`config.mk`:
```
export PLATFORM = sky130hd
export DESIGN_NAME = ecc_op_scheduler
export DESIGN_NICKNAME = d
export VERILOG_FILES = /design/src/rtl/ecc_op_scheduler.sv
export SDC_FILE = /design/constraint.sdc
export NUM_CORES = 1
export LEC_CHECK = 0
export CORE_MARGIN = 8
export CORE_UTILIZATION = 30
export CTS_BUF_LIST = sky130_fd_sc_hd__clkbuf_8
export DETAILED_ROUTE_END_ITERATION = 12
export GPL_TIMING_DRIVEN = 0
export HOLD_SLACK_MARGIN = 0.03
export SLEW_MARGIN = 0
export SYNTH_ARGS = -nofsm -noshare
export SYNTH_HDL_FRONTEND = slang
export SYNTH_SLANG_ARGS = --single-unit
```
`constraint.sdc`:
```
create_clock -name clk -period 4.76 [get_ports clk]
set_input_delay 0.952 -clock clk [delete_from_list [all_inputs] [get_ports clk]]
set_output_delay 0.952 -clock clk [all_outputs]
set_load 0.005 [all_outputs]
```
`src/rtl/ecc_op_scheduler.sv`:
```
// ecc_op_scheduler: command-level sequencer for the ECC engines.
// Accepts a single-engine op or a full ECDSA SIGN, pulses the matching engine
// enable for one cycle, waits for that engine's done, retries SIGN from RAND
// when r or s is zero, and reports the outcome with a one-cycle status pulse.
//
// Optional feature: define SCHED_WATCHDOG_EN to build the per-stage WAIT
// watchdog (err 10 after TMO_CYC WAIT cycles). Undefined: WAIT ends only on
// the active done or abort.
//
// Ports:
//   clk, rst             clock, synchronous active-high reset
//   cmd_vld, cmd_op      command handshake (op: 000 RAND, 001 INVS, 010 R,
//                        011 S, 101 MMUL, 111 SIGN; 100/110 illegal)
//   cmd_rdy              high only in IDLE
//   abort                terminate the running command (ISSUE/WAIT only)
//   *_done, r_zero, s_zero   engine completion pulses and zero qualifiers
//   en_*                 one-cycle engine start pulses
//   busy, stage          not-IDLE flag and active stage code
//   seq_done, seq_err, err_code, retry_cnt   completion status
module ecc_op_scheduler #(
  parameter int unsigned TMO_CYC   = 4096,
  parameter int unsigned MAX_RETRY = 3,
  parameter int unsigned CNT_W     = 13
) (
  input  logic       clk,
  input  logic       rst,
  input  logic       cmd_vld,
  input  logic [2:0] cmd_op,
  output logic       cmd_rdy,
  input  logic       abort,
  input  logic       rand_done,
  input  logic       mmul_done,
  input  logic       invs_done,
  input  logic       r_done,
  input  logic       s_done,
  input  logic       r_zero,
  input  logic       s_zero,
  output logic       en_rand,
  output logic       en_mmul,
  output logic       en_invs,
  output logic       en_r,
  output logic       en_s,
  output logic       busy,
  output logic [2:0] stage,
  output logic       seq_done,
  output logic       seq_err,
  output logic [1:0] err_code,
  output logic [1:0] retry_cnt
);

  localparam int unsigned OP_W  = 3;
  localparam int unsigned ERR_W = 2;
  localparam int unsigned RTY_W = 2;
  localparam int unsigned EN_W  = 5;

  localparam logic [OP_W-1:0] OP_RAND = 3'b000;
  localparam logic [OP_W-1:0] OP_INVS = 3'b001;
  localparam logic [OP_W-1:0] OP_R    = 3'b010;
  localparam logic [OP_W-1:0] OP_S    = 3'b011;
  localparam logic [OP_W-1:0] OP_MMUL = 3'b101;
  localparam logic [OP_W-1:0] OP_SIGN = 3'b111;

  localparam logic [ERR_W-1:0] ERR_NONE  = 2'b00;
  localparam logic [ERR_W-1:0] ERR_ILL   = 2'b01;
  localparam logic [ERR_W-1:0] ERR_TMO   = 2'b10;
  localparam logic [ERR_W-1:0] ERR_ABORT = 2'b11;

  // Elaboration-time parameter sanity.
  if (MAX_RETRY >= (32'd1 << RTY_W)) begin : g_bad_retry
    $error("MAX_RETRY does not fit in retry_cnt");
  end
  if (TMO_CYC == 0 || (CNT_W < 32 && TMO_CYC >= (32'd1 << CNT_W))) begin : g_bad_tmo
    $error("TMO_CYC does not fit in CNT_W bits");
  end

  typedef enum logic [1:0] {IDLE, ISSUE, WAIT, FIN} state_e;

  state_e            state_q, state_d;
  logic [OP_W-1:0]   stage_q, stage_d;
  logic              sign_q, sign_d;
  logic [ERR_W-1:0]  err_q, err_d;
  logic [RTY_W-1:0]  retry_q, retry_d;
  logic [EN_W-1:0]   en_q, en_d;
  logic              seq_done_q, seq_done_d;
  logic              seq_err_q, seq_err_d;
  logic              act_done_c, zero_hit_c, illegal_c;
`ifdef SCHED_WATCHDOG_EN
  logic [CNT_W-1:0]  wdog_q, wdog_d;
`endif

  // One-hot enable vector for a stage: bit 0 RAND, 1 MMUL, 2 INVS, 3 R, 4 S.
  function automatic logic [EN_W-1:0] stage_en(input logic [OP_W-1:0] st);
    case (st)
      OP_RAND: stage_en = 5'b00001;
      OP_MMUL: stage_en = 5'b00010;
      OP_INVS: stage_en = 5'b00100;
      OP_R:    stage_en = 5'b01000;
      OP_S:    stage_en = 5'b10000;
      default: stage_en = 5'b00000;
    endcase
  endfunction

  // SIGN stage order: RAND -> MMUL -> R -> INVS -> S.
  function automatic logic [OP_W-1:0] next_stage(input logic [OP_W-1:0] st);
    case (st)
      OP_RAND: next_stage = OP_MMUL;
      OP_MMUL: next_stage = OP_R;
      OP_R:    next_stage = OP_INVS;
      OP_INVS: next_stage = OP_S;
      default: next_stage = OP_RAND;
    endcase
  endfunction

  // Only the done of the active stage is meaningful.
  always_comb begin
    act_done_c = 1'b0;
    case (stage_q)
      OP_RAND: act_done_c = rand_done;
      OP_MMUL: act_done_c = mmul_done;
      OP_INVS: act_done_c = invs_done;
      OP_R:    act_done_c = r_done;
      OP_S:    act_done_c = s_done;
      default: act_done_c = 1'b0;
    endcase
  end

  assign zero_hit_c = sign_q && (((stage_q == OP_R) && r_zero) ||
                                 ((stage_q == OP_S) && s_zero));
  assign illegal_c  = (cmd_op == 3'b100) || (cmd_op == 3'b110);

  // Next-state and registered-output logic.
  always_comb begin
    state_d = state_q;
    stage_d = stage_q;
    sign_d  = sign_q;
    err_d   = err_q;
    retry_d = retry_q;
`ifdef SCHED_WATCHDOG_EN
    wdog_d  = wdog_q;
`endif
    case (state_q)
      IDLE: begin
        if (cmd_vld) begin
          retry_d = '0;
          err_d   = ERR_NONE;
          sign_d  = (cmd_op == OP_SIGN);
          stage_d = (cmd_op == OP_SIGN) ? OP_RAND : cmd_op;
          if (illegal_c) begin
            err_d   = ERR_ILL;
            state_d = FIN;
          end else begin
            state_d = ISSUE;
          end
        end
      end
      ISSUE: begin
`ifdef SCHED_WATCHDOG_EN
        wdog_d = '0;
`endif
        if (abort) begin
          err_d   = ERR_ABORT;
          state_d = FIN;
        end else begin
          state_d = WAIT;
        end
      end
      WAIT: begin
        if (abort) begin
          err_d   = ERR_ABORT;
          state_d = FIN;
        end else if (act_done_c) begin
          if (!sign_q) begin
            state_d = FIN;
          end else if (zero_hit_c) begin
            // Zero r or s: restart from RAND while retries remain.
            if (retry_q < RTY_W'(MAX_RETRY)) begin
              retry_d = retry_q + RTY_W'(1);
              stage_d = OP_RAND;
              state_d = ISSUE;
            end else begin
              err_d   = ERR_ABORT;
              state_d = FIN;
            end
          end else if (stage_q == OP_S) begin
            state_d = FIN;
          end else begin
            stage_d = next_stage(stage_q);
            state_d = ISSUE;
          end
        end
`ifdef SCHED_WATCHDOG_EN
        else if (wdog_q == CNT_W'(TMO_CYC - 1)) begin
          err_d   = ERR_TMO;
          state_d = FIN;
        end else begin
          wdog_d = wdog_q + CNT_W'(1);
        end
`endif
      end
      FIN:     state_d = IDLE;
      default: state_d = IDLE;
    endcase

    // Outputs are registered: decode them from the state being entered.
    en_d       = (state_d == ISSUE) ? stage_en(stage_d) : '0;
    seq_done_d = (state_d == FIN);
    seq_err_d  = (state_d == FIN) && (err_d != ERR_NONE);
  end

  // State and output registers.
  always_ff @(posedge clk) begin
    if (rst) begin
      state_q    <= IDLE;
      stage_q    <= '0;
      sign_q     <= 1'b0;
      err_q      <= ERR_NONE;
      retry_q    <= '0;
      en_q       <= '0;
      seq_done_q <= 1'b0;
      seq_err_q  <= 1'b0;
`ifdef SCHED_WATCHDOG_EN
      wdog_q     <= '0;
`endif
    end else begin
      state_q    <= state_d;
      stage_q    <= stage_d;
      sign_q     <= sign_d;
      err_q      <= err_d;
      retry_q    <= retry_d;
      en_q       <= en_d;
      seq_done_q <= seq_done_d;
      seq_err_q  <= seq_err_d;
`ifdef SCHED_WATCHDOG_EN
      wdog_q     <= wdog_d;
`endif
    end
  end

  assign {en_s, en_r, en_invs, en_mmul, en_rand} = en_q;
  assign cmd_rdy   = (state_q == IDLE);
  assign busy      = (state_q != IDLE);
  assign stage     = stage_q;
  assign seq_done  = seq_done_q;
  assign seq_err   = seq_err_q;
  assign err_code  = err_q;
  assign retry_cnt = retry_q;

endmodule

```
# Yosys cells after proc, flatten, opt, wreduce, memory -nomap -nowiden
# Index checks and enable logic that the tools add are counted.
dict set report op_classes {
  n_addsub 1
  reduce_logical 15
  eq_ne 22
  bitwise 1
  muxes 38
  magnitude_cmp 1
}
# operator n
set op_table {}
lappend op_table {{$mux W2} 21}
lappend op_table {{$pmux W5 S5} 1}
lappend op_table {{$mux W3} 8}
lappend op_table {{$eq A3 B3 Y1 const B} 5}
lappend op_table {{$eq A3 B2 Y1 const B} 4}
lappend op_table {{$ne A2 B2 Y1 const B} 6}
lappend op_table {{$pmux W3 S4} 1}
lappend op_table {{$pmux W2 S4} 1}
lappend op_table {{$reduce_and A7 Y1} 1}
lappend op_table {{$eq A2 B2 Y1 const B} 3}
lappend op_table {{$eq A3 B1 Y1 const B} 2}
lappend op_table {{$logic_not A3 Y1} 2}
lappend op_table {{$pmux W2 S3} 1}
lappend op_table {{$pmux W3 S2} 1}
lappend op_table {{$reduce_bool A2 Y1} 3}
lappend op_table {{$pmux W1 S5} 1}
lappend op_table {{$eq A2 B1 Y1 const B} 2}
lappend op_table {{$logic_and A1 B1 Y1} 4}
lappend op_table {{$pmux W2 S2} 1}
lappend op_table {{$add A2 B1 Y2 const B} 1}
lappend op_table {{$logic_not A2 Y1} 1}
lappend op_table {{$logic_or A1 B1 Y1} 2}
lappend op_table {{$lt A2 B2 Y1 const B} 1}
lappend op_table {{$mux W1} 2}
lappend op_table {{3 further kinds} 3}
dict set report word_totals {
  output_inout_bits 16
  regBits 17
}

# Longest topological paths before layout
dict set report logic_depth {
  ltp_word 12
  mapped_depth 8
  depth_no_buf 6
}

# Least setup slack after synthesis
# OpenSTA, ideal clock, no wires.
dict set report synth_timing {
  kind {in2reg}
  startpoint {input s_done}
  endpoint {register en_q[2]}
  arrival_time_ns 2.123
  slack_ns 2.513
  path_stages 6
  required_ns 4.636
  n_path_buf 0
  path_cell_list {mux2_2 a32o_1 o211a_1 a211oi_2 nand3b_1 nor3_1}
}
dict set report synth_between {
  elab_chain_len 7
  word_cells_on_any_way 16
  cone_classes {5 x eq/ne; 8 x mux; 1 x bitwise; 2 x reduce/logical}
}
# item line
set synth_rtl {}
lappend synth_rtl {{start: declaration} 35} ;# input logic s_done,
lappend synth_rtl {{$pmux W1 S5 *} 117} ;# case (stage_q)
lappend synth_rtl {{branches (longest 6 deep; another with $pmux W5 S5)} -}
lappend synth_rtl {{end signal: assignment} 230} ;# en_q <= en_d;
lappend synth_rtl {{end: declaration} 83} ;# logic [EN_W-1:0] en_q, en_d;
# Every way passes the cells marked *.
# A chain may end at the register's enable or synchronous reset.

# Worst setup path after layout
dict set report layout_timing {
  startpoint {input cmd_vld}
  endpoint {register en_q[2]}
}
dict set report layout_between {
  elab_chain_len 5
  word_cells_on_any_way 13
  cone_classes {5 x eq/ne; 5 x mux; 1 x bitwise; 2 x reduce/logical}
}
# item line
set layout_rtl {}
lappend layout_rtl {{start: declaration} 27} ;# input logic cmd_vld,
lappend layout_rtl {{branches (longest 5 deep; another with $pmux W5 S5)} -}
# Parallel ways; which one is timed is not known.

==> reports/qor.yml <==
final_layout:
  finish.utilization: 0.441
  nets: 160
  post-route-cell-area_sq_um: 1360
  n_antenna_cell: 0
  final_layout_size_suffix_gt1_frac: 0.132
  area.growth.synth_to_final_pct: 38.9
setup_path:
  worst-endpoint-required_ns: 4.89
  worstPathArrival_ns: 2.87
  crit_path_start_kind: "primary input"
  critPathCaptureType: "flop"
  critPathMaxFanout: 6
  critical_path_start_end_classification: "in -> reg"
power_and_ir_drop:
  vdd_drop_max_v: 0.000224
  switching_power_mw: 0.116
  power_frac_clock: 0.279
  netSwitchingFraction: 0.298
  power_density_nw_per_um2: 286
  power_report.internal_total_mw: 0.272
  power_frac_comb: 0.306
  share_seq_of_total_power: 0.416
  leakagePower_nw: 0.495
cts:
  worst_skew_pair.late_latency_ns: 0.25
  cts.repair.resized: 0
  clkSinkCount: 17
  clock-root-buffer: "sky130_fd_sc_hd__clkbuf_8"
  tritoncts.num_buffers: 3
  tritoncts: "built"
  ctsHtreeMaxLevel: 1
  clk_transition_reported_paths_ns: 0.07
  cts-root-to-sink-buffers: 2
  cts_hold_buffers: 0
  post-cts-setup-buffers: 0
place:
  gp_routability_congestion: 0.866
  dp.final_hpwl_um: 2080
  dpl-instance-area_sq_um: 1310
  number_of_input_and_output_port_buffers_inserted: 28
detailed_routing:
  post_route_wl_um: 2760
  detail_route.iter0.violations: 64
  wire_per_inst_um: 14.7
  antenna_left: 0
  via_count: 960
  drtPass1Iterations: 4
  drt_drc_violations_left: 0
  vias_per_cell: 5.11
floorplanning:
  start_util: 0.318
  width_of_the_chip_um: 73.1
  number_of_placement_rows: 20
  die_h_um: 73.1
  ioPinCount: 30
  core_area_sq_um: 3080
  floorplan_die_area_sq_um: 5350
timing:
  fmaxAchievable_mhz: 366
  relative_slew_margins: 0.623
  grt_setup_unrepaired: "false"
  final-setup-viol-count: 0
  clock-skew-final_ns: 0.00581
  tightest_slew_ns: 0.565
  fin_setup_tns_ns: 0
  timing.final.max_slew_violations: 0
  report.final.hold_viol_count: 0
  min_period_over_period: 0.575
  final_period_minus_worst_setup_slack_ns: 2.74
yosys:
  yosys-mux-area-fraction: 0.0665
  synth-adder-area-share: 0.0128
  syn_avg_cell_area_sq_um: 8.74
  synthArstFlopShare: 0
  netlist_area_sq_um: 978
  synth-compound-area-share: 0.242
  synth-xor-area-share: 0
  ys_seq_area_frac: 0.348
  netlist_instances: 112
  synth-edff-count: 0
  synth-main-ff-cell: "sky130_fd_sc_hd__dfxtp_1"
  synth_top_family_by_area: "simple AND/OR/NAND/NOR gates"
  postSynthNetCount: 127
  ys_ff_latch: 17
  ys_types: 42
  yosys.area_share.simple: 0.284
  synthesis.yosys.warnings: 0
global_routing:
  antenna_violations_before_repair: 0
  grt_use_total: 0.112
  use_met3: 0.0508
  grt_first_pass_wirelength_um: 4750
  grt_pass1_vias: 973
  grt_most_used_layer: "met2"
  grt_max_degree: 11
  grt-ovfl-total: 0
  use_met2: 0.158
  grt.met1_usage: 0.142
min_path:
  min-delay-path-class: "reg -> reg"
outcome:
  run_status: "finished, final reports clean"
job:
  max_cap_viol_count: 0
[cells in the final DEF (no fill, tap or decap), types with 2 or more instances in the layout]
master and instances:
sky130_fd_sc_hd__clkdlybuf4s50_1 28, sky130_fd_sc_hd__dfxtp_1 17, sky130_fd_sc_hd__nor2_1 11, sky130_fd_sc_hd__nand2_1 7, sky130_fd_sc_hd__nor2b_1 6, sky130_fd_sc_hd__nand3_1 6
sky130_fd_sc_hd__inv_1 5, sky130_fd_sc_hd__a21oi_1 5, sky130_fd_sc_hd__o211ai_1 5, sky130_fd_sc_hd__nor3b_2 3, sky130_fd_sc_hd__o211a_1 3, sky130_fd_sc_hd__nor3_1 3
sky130_fd_sc_hd__clkbuf_8 3, sky130_fd_sc_hd__clkbuf_1 2, sky130_fd_sc_hd__nand4_1 2, sky130_fd_sc_hd__nand2b_1 2, sky130_fd_sc_hd__a21oi_2 2, sky130_fd_sc_hd__mux2_2 2
sky130_fd_sc_hd__or3_1 2, sky130_fd_sc_hd__o22ai_1 2, sky130_fd_sc_hd__mux2i_1 2, sky130_fd_sc_hd__o21ai_0 2, sky130_fd_sc_hd__o21ai_1 2, sky130_fd_sc_hd__nand3b_1 2
[worst max-delay path, cell delays in order]
cell and delay (ns):
sky130_fd_sc_hd__clkdlybuf4s50_1 0.58, sky130_fd_sc_hd__nor3b_2 0.31, sky130_fd_sc_hd__nor2_1 0.12, sky130_fd_sc_hd__a221o_1 0.38
sky130_fd_sc_hd__a211oi_2 0.25, sky130_fd_sc_hd__nand3b_1 0.20, sky130_fd_sc_hd__nor3_1 0.07
[power groups by stage]
| stage | registers [mW] | clock network [mW] | logic (mW) |
|---|---|---|---|
| 2_1_floorplan | 0.164 | 0 | 0.0683 |
| 3_3_place_gp | 0.164 | 0 | 0.119 |
| 3_5_place_dp | 0.164 | 0 | 0.119 |
| 4_1_cts | 0.161 | 0.109 | 0.120 |
| 5_1_grt | 0.163 | 0.115 | 0.132 |
| 6_report | 0.161 | 0.108 | 0.119 |
[area by class of cell]
cell class,instances,area [sq um]
tap,44,55.1
timing repair buffer,28,280
clock buffer,3,41.3
clock inverter,1,3.75
multi-input combinational,86,592
inverter,4,15.0
buffer,5,31.3
fill,329,1720
sequential,17,340
[stage by stage]
step,cells,worst slack [ns],total power [mW],hold WS (ns)
6_report,188,2.02,0.388,0.506
5_1_grt,188,1.94,0.410,0.558
4_1_cts,188,2.06,0.390,0.503
3_5_place_dp,184,1.80,0.284,0.491
3_3_place_gp,184,1.78,0.283,0.480
2_1_floorplan,112,2.51,0.232,0.453
[per-layer routing]
metal | wire length (um) | vias to the layer above
met3 | 262 | 2
met2 | 1200 | 30
met1 | 1270 | 445
met4 | 17 | 0
li1 | - | 483
met5 | 0 | -
[synth_stat cells (2+ instances only)]
cell                       number  area (sq um)
sky130_fd_sc_hd__a21oi_1        5          25.0
sky130_fd_sc_hd__a21oi_2        2          17.5
sky130_fd_sc_hd__clkbuf_1       2          7.51
sky130_fd_sc_hd__dfxtp_1       17           340
sky130_fd_sc_hd__inv_1          4          15.0
sky130_fd_sc_hd__mux2_2         2          22.5
sky130_fd_sc_hd__mux2i_1        2          20.0
sky130_fd_sc_hd__nand2_1        7          26.3
sky130_fd_sc_hd__nand2b_1       2          12.5
sky130_fd_sc_hd__nand3_1        6          30.0
sky130_fd_sc_hd__nand3b_1       2          15.0
sky130_fd_sc_hd__nand4_1        2          12.5
sky130_fd_sc_hd__nor2_1        11          41.3
sky130_fd_sc_hd__nor2b_1        6          37.5
sky130_fd_sc_hd__nor3_1         3          15.0
sky130_fd_sc_hd__nor3b_2        3          37.5
sky130_fd_sc_hd__o211a_1        3          30.0
sky130_fd_sc_hd__o211ai_1       5          37.5
sky130_fd_sc_hd__o21ai_0        2          10.0
sky130_fd_sc_hd__o21ai_1        2          10.0
sky130_fd_sc_hd__o22ai_1        2          12.5
sky130_fd_sc_hd__or3_1          2          12.5
[final timing paths]
check / slack, ns / from / endpoint / cells after the start
worst max register to register: 2.80 / state_q[1] / en_q[2] / 7
worst min register to register: 0.51 / sign_q / sign_q / 2
worst max-delay path: 2.02 / cmd_vld / en_q[2] / 7
worst min-delay path: 0.51 / sign_q / sign_q / 2
[logic make-up (layout without fill, tap and decap cells)]
group	count (synthesis)	after routing
flops	17	17
simple gates	49	49
fa+ha+maj	1	1
compound gates	31	31
buf+inv	9	41
mux	5	5
[sequential cells by signal (all words and copies together) (netlist names)]
signal,cells
en_q,5
seq_done,1
err_code,2
state_q,2
retry_cnt,2
stage,3
seq_err,1
sign_q,1
(Power assumes the default switching activity.)
==> RTL change 1 (config.mk and constraints unchanged) <==
The 4 states of `state_e` get a Gray code encoding in 2 bits.
--- a/src/rtl/ecc_op_scheduler.sv
+++ b/src/rtl/ecc_op_scheduler.sv
@@ -73,7 +73,7 @@
     $error("TMO_CYC does not fit in CNT_W bits");
   end
 
-  typedef enum logic [1:0] {IDLE, ISSUE, WAIT, FIN} state_e;
+  typedef enum logic [1:0] {IDLE = 2'b00, ISSUE = 2'b01, WAIT = 2'b11, FIN = 2'b10} state_e;
 
   state_e            state_q, state_d;
   logic [OP_W-1:0]   stage_q, stage_d;
Behaviour: no difference found for any inputs over 10 cycles, from zero or initial values and one cycle with rst high; not proved beyond that.
==> RTL change 1 against the unedited design <==
- register-to-register slack got worse by 0.30 ns
- sequential power down 2%
- total power rose by 9.3%
- synthesized area rose by 31%
- clock skew is 0.0024 ns higher
- sequential cell count stayed put
- setup slack lost 0.16 ns
- routed wire length grew 23%
- count of clock-buffer cells in the layout did not move
- first-iteration DRC count is 4.7% higher
- highest routed layer unchanged
- design area increased by 23%
- combinational power up 33%
==> RTL change 1: results (changes against the unedited design) <==
* Fraction of layout cells with a size suffix above 1 at 14.8% (was 13.2%)
* Setup slack on the worst flop-to-flop path at 2.50 ns (was 2.80 ns)
* Post-route clock skew at 0.00818 ns (was 0.00581 ns)
* Maximum net fanout on the critical path at 5 (was 6)
* Stage delay of the slowest cell on the critical path at 0.45 ns (was 0.58 ns)
* Hold Path Stages at 2 (unchanged)
* Antenna violations before repair at 0 (unchanged)
* HPWL after detailed placement at 2670 um (was 2080 um)
* Maximum VDD drop at 0.136 mV (was 0.224 mV)
* Fill cell count at 441 (was 329)
* Number of violations reported at the end of detailed-routing iteration 0 at 67 (was 64)
* Leakage power summed over all cells at 0.000600 uW (was 0.000495 uW)
* Clock insertion delay at the later pin of the skew report at 0.26 ns
* Placer's final routability congestion estimate at 0.843 (was 0.866)
* Compound-cell area share of the yosys netlist at 27.6% (was 24.2%)
* Synth Net Count at 171 (was 127)
* DR vias at 1222 (was 960)
* Arr. time, crit path at 3.06 ns (was 2.87 ns)
* Worst hold slack across all endpoints at 0.568 ns (was 0.506 ns)
* Worst flop-to-flop path startpoint: state_q[0] (was state_q[1])
* Placed cell count at 231 (was 184)
* Register area share after synthesis at 26.5% (was 34.8%)
* Top Family by Delay on Critical Path: simple AND/OR/NAND/NOR gates (unchanged)
* Number of optimization iterations in the first detailed-route pass at 4 (unchanged)
* Post-route antenna net violation count at 0 (unchanged)
* Port Buffers at 27 (was 28)
* CP max stage cell: nor3_2 (was clkdlybuf4s50_1)
* Nets at 203 (was 160)
* Clock input transition at the sequential cells of the worst setup and hold paths at about 0.060 ns
* Worst Reg2Reg Path Length in Cells at 7 (unchanged)
* Status: completed (unchanged)
* Routed WL at 3400 um (was 2760 um)
* Internal Power at 281 uW (was 272 uW)
* Cells after Synth at 152 (was 112)
* Place WS at 1.60 ns (was 1.80 ns)
* Worst min-delay path startpoint: retry_cnt[0] (was sign_q)
* Total Routing Usage GR at 10.8% (was 11.2%)
* Number of CTS-inserted buffers at 3 (unchanged)
* H-Tree Depth at 1 (unchanged)
* Maximum number of pins on one net before global-route repair at 11 (unchanged)
* Most area-consuming cells after synthesis: dfxtp_1, ha_1, o21ai_0 (was dfxtp_1, nor2_1, nor2b_1)
* Slew headroom at 63.7% (was 62.3%)
* Post-Synth Adder-Cell Area at 4.86% (was 1.28%)
* Layout Cells excl Fill at 235 (was 188)
* Multiplexer share of the synthesized area at 2.33% (was 6.65%)
* Wire length of the first global-routing pass at 5690 um (was 4750 um)
* Worst Hold Path EP: retry_cnt[0] (was sign_q)
* Count of cell types in the netlist at 55 (was 42)
* Most frequent cells after synthesis: dfxtp_1, nor2_1, o21ai_0 (was dfxtp_1, nor2_1, nand2_1)
[RTL change 1: cell types whose count changed after synthesis, sizes merged, moves of 3 or more]
| cell | before | now |
|---|---|---|
| o21ai | 4 | 13 |
| inv | 4 | 9 |
| nand3 | 6 | 1 |
| a211oi | 1 | 5 |
| ha | 1 | 5 |
| and4bb | 0 | 3 |
| nand2 | 7 | 10 |
| nor4 | 0 | 3 |
| o211a | 3 | 0 |
[RTL change 1: kinds of logic (layout without fill, tap and decap cells)]
| family | Yosys count | after routing |
|---|---|---|
| AND/OR/NAND/NOR | 63 | 63 |
| multiplexers | 3 | 3 |
| AO/OA/AOI/OAI | 46 | 46 |
| flip-flops | 17 | 17 |
| buffers and inverters | 18 | 49 |
| adder cells (fa/ha/maj) | 5 | 5 |
[RTL change 1: how the worst max path moves through the flow]
stage | from | to | slack [ns] | cells after the start
after floorplan | mmul_done | en_q[3] | 2.39 | 7
after global placement | mmul_done | en_q[2] | 1.63 | 7
after detailed placement | mmul_done | en_q[2] | 1.60 | 7
after CTS | mmul_done | en_q[2] | 1.85 | 7
after global routing | mmul_done | en_q[2] | 1.63 | 7
final | mmul_done | en_q[2] | 1.87 | 7
[RTL change 1: per-stage QoR]
step | utilization (%) | cell area [um2] | total power (uW)
floorplan | - | 1290 | 266
global placement | 38.3 | 1620 | 318
detailed placement | 38.3 | 1620 | 319
CTS | 39.4 | 1670 | 431
global route | 39.4 | 1670 | 454
finish | 39.4 | 1670 | 424
[RTL change 1: routing by layer]
metal | vias to the layer above | part of all wire [%] | track usage, %
met5 | - | 0 | 0
met3 | 2 | 8.7 | 3.94
met1 | 560 | 46 | 13.1
li1 | 630 | - | -
met2 | 30 | 45 | 17.1
met4 | 0 | 0.47 | 3.75
[RTL change 1: cell type report]
class | count | area (um2) | area share, %
plain buffers | 9 | 45.0 | 2.70
clock buffers | 3 | 41.3 | 2.48
clock inverters | 1 | 5.00 | 0.300
inverters | 9 | 33.8 | 2.03
multi-input cells | 117 | 867 | 52.0
flip-flops and latches | 17 | 340 | 20.4
well taps | 52 | 65.1 | 3.90
repair buffers | 27 | 270 | 16.2
[RTL change 1: power groups by stage]
stage | clock network, uW | logic (uW) | registers, uW
2_1_floorplan | 0 | 106 | 160
4_1_cts | 114 | 159 | 157
3_5_place_dp | 0 | 158 | 160
6_report | 109 | 158 | 157
3_3_place_gp | 0 | 157 | 161
5_1_grt | 120 | 175 | 158
[RTL change 1: tightest hold or removal path: cells and delay by family (launching register included)]
kind | cells | cell delay, ns
flip-flops | 1 | 0.34
multiplexers | 1 | 0.13
AND/OR/NAND/NOR | 1 | 0.05
==> RTL change 2 (same settings) <==
Made on the original files. Build with the macro `SCHED_WATCHDOG_EN` defined.
--- a/src/rtl/ecc_op_scheduler.sv
+++ b/src/rtl/ecc_op_scheduler.sv
@@ -17,6 +17,8 @@
 //   en_*                 one-cycle engine start pulses
 //   busy, stage          not-IDLE flag and active stage code
 //   seq_done, seq_err, err_code, retry_cnt   completion status
+`define SCHED_WATCHDOG_EN
+
 module ecc_op_scheduler #(
   parameter int unsigned TMO_CYC   = 4096,
   parameter int unsigned MAX_RETRY = 3,
Function: same outputs for any inputs over 10 cycles, from zero or initial values and one cycle with rst high; that may be too few to reach the edited logic, so the function may still have changed.
==> RTL change 2 against the unedited design <==
- final cell count rose by 70%
- synthesized area is 74% higher
- non-clock buffer count rose by 6
- global-route usage is 0.20 points higher
- sequential cell count rose by 13
- setup slack gained 0.039 ns
- routed wire length increased by 61%
- maximum frequency increased by 1.4%
- total power increased by 66%
- design area grew 60%
- via count is 73% higher
- largest cell class unchanged
- highest routed layer unchanged
==> RTL change 2: results (changes against the unedited design) <==
* Status: completed (unchanged)
* Antenna diode instance count at 0 (unchanged)
* Maximum net fanout on the critical path at 10 (was 6)
* Worst min-delay path startpoint: wdog_q[12] (was sign_q)
* Nets at 262 (was 160)
* Post-CTS Setup Bufs at 0 (unchanged)
* H-Tree Depth at 2 (was 1)
* Placed cell count at 311 (was 184)
* HP Class: reg2reg (unchanged)
* Clock root buffer: clkbuf_8 (unchanged)
* Synth Net Count at 226 (was 127)
* Setup TNS at 0 ns (unchanged)
* Wire length of the first global-routing pass at 7730 um (was 4750 um)
* Fraction of layout cells with a size suffix above 1 at 11.3% (was 13.2%)
* Setup slack on the worst flop-to-flop path at 2.39 ns (was 2.80 ns)
* Total Routing Usage GR at 11.4% (was 11.2%)
* Leakage power summed over all cells at 0.000746 uW (was 0.000495 uW)
* Worst Reg2Reg Path Length in Cells at 8 (was 7)
* Post-route clock skew at 0.00945 ns (was 0.00581 ns)
* Register area share after synthesis at 35.3% (was 34.8%)
* Yosys warning count at 0 (unchanged)
* Number of CTS-inserted buffers at 5 (was 3)
* DR vias at 1665 (was 960)
* Placer's final routability congestion estimate at 0.801 (was 0.866)
* Cells after Synth at 210 (was 112)
* Maximum VDD drop at 0.145 mV (was 0.224 mV)
* Number of optimization iterations in the first detailed-route pass at 4 (unchanged)
* Port Buffers at 29 (was 28)
* Internal Power at 452 uW (was 272 uW)
* Most frequent cells after synthesis: dfxtp_1, nor2_1, a21oi_1 (was dfxtp_1, nor2_1, nand2_1)
* Clock input transition at the sequential cells of the worst setup and hold paths at about 0.06 ns
* Largest register FFs at 13 (was 5)
* Antenna violations before repair at 0 (unchanged)
* Avg WL per Cell at 13.9 um (was 14.7 um)
* Largest Register: wdog_q (was en_q)
* Number of violations reported at the end of detailed-routing iteration 0 at 52 (was 64)
* Worst Hold Path EP: wdog_q[12] (was sign_q)
* Arr. time, crit path at 2.91 ns (was 2.87 ns)
* Fraction of synthesis flops using an asynchronous set or reset pin at 0% (unchanged)
* Capture instance of the worst register-to-register path: wdog_q[5] (was en_q[2])
* Hold Path Stages at 1 (was 2)
* PostCTS Resize Cnt at 0 (unchanged)
* Maximum count of clock buffers along a single path at 2 (unchanged)
* Count of cell types in the netlist at 59 (was 42)
* Mean number of vias per cell at 5.22 (was 5.11)
* Most area-consuming cells after synthesis: dfxtp_1, a21oi_1, nor2_1 (was dfxtp_1, nor2_1, nor2b_1)
* Slew headroom at 63.5% (was 62.3%)
* HPWL after detailed placement at 3400 um (was 2080 um)
* Worst flop-to-flop path startpoint: wdog_q[0] (was state_q[1])
* Maximum number of pins on one net before global-route repair at 11 (unchanged)
* Clock insertion delay at the later pin of the skew report at 0.28 ns (was 0.25 ns)
[RTL change 2: cell count changes in the layout (fill, tap and decap cells not counted), moves of 5 or more]
cell and delta:
nor2_1 +13, dfxtp_1 +13, o21ai_1 +8, a21oi_1 +15
nand4_1 +7, nand2_1 +9, nor2b_1 -5, o211ai_1 -5
or3_1 +7
[RTL change 2: cell families after synthesis]
logic type / synth area share (%)
flip-flops: 35.3
AO/OA/AOI/OAI: 24.1
adder cells (fa/ha/maj): 1.47
AND/OR/NAND/NOR: 30.8
buffers and inverters: 4.48
multiplexers: 2.87
XOR/XNOR: 1.03
[RTL change 2: area by class of cell]
| cell class | instances | area (um2) |
|---|---|---|
| inverter | 8 | 30.0 |
| tap | 72 | 90.1 |
| sequential | 30 | 601 |
| multi-input combinational | 162 | 1030 |
| clock inverter | 2 | 8.76 |
| clock buffer | 6 | 82.6 |
| buffer | 10 | 46.3 |
| timing repair buffer | 29 | 290 |
| fill | 575 | 3330 |
[RTL change 2: worst max-delay path by stage]
stage | from | endpoint | slack (ns) | cells after the start
6_report | abort | wdog_q[11] | 2.06 | 7
3_5_place_dp | abort | wdog_q[5] | 1.81 | 8
3_3_place_gp | abort | wdog_q[11] | 1.82 | 7
5_1_grt | abort | wdog_q[5] | 1.94 | 8
4_1_cts | abort | wdog_q[5] | 2.09 | 8
2_1_floorplan | mmul_done | wdog_q[11] | 2.52 | 6
[RTL change 2: metrics by stage]
step                      cell area [um2]  hold slack, ns  util, %  worst slack [ns]
after floorplan                      1700           0.443        -              2.52
after global placement               2080           0.471     37.8              1.82
after detailed placement             2080           0.478     37.8              1.81
after CTS                            2170           0.492     39.5              2.09
after global routing                 2170           0.503     39.5              1.94
final                                2170           0.484     39.5              2.06
[RTL change 2: worst max-delay path, stage by stage]
cell and delay, ns:
clkdlybuf4s50_1 0.54, nor3b_1 0.27, o31a_1 0.21, a32oi_2 0.21, buf_4 0.24, or3_1 0.34, a21oi_1 0.14
[RTL change 2: per-layer routing]
metal  vias up  GRT usage, %  part of all wire, %
met1       766          13.6                   48
met4         0          4.23                  1.5
met5         -             0                    0
met3         8          4.28                  5.2
met2        37          18.1                   45
li1        854             -                    -
[RTL change 2: power groups by stage]
stage / clock, uW / sequential [uW] / combinational (uW)
floorplan: 0 / 277 / 100
global placement: 0 / 278 / 162
detailed placement: 0 / 278 / 163
CTS: 219 / 273 / 164
global route: 230 / 275 / 182
finish: 209 / 273 / 163
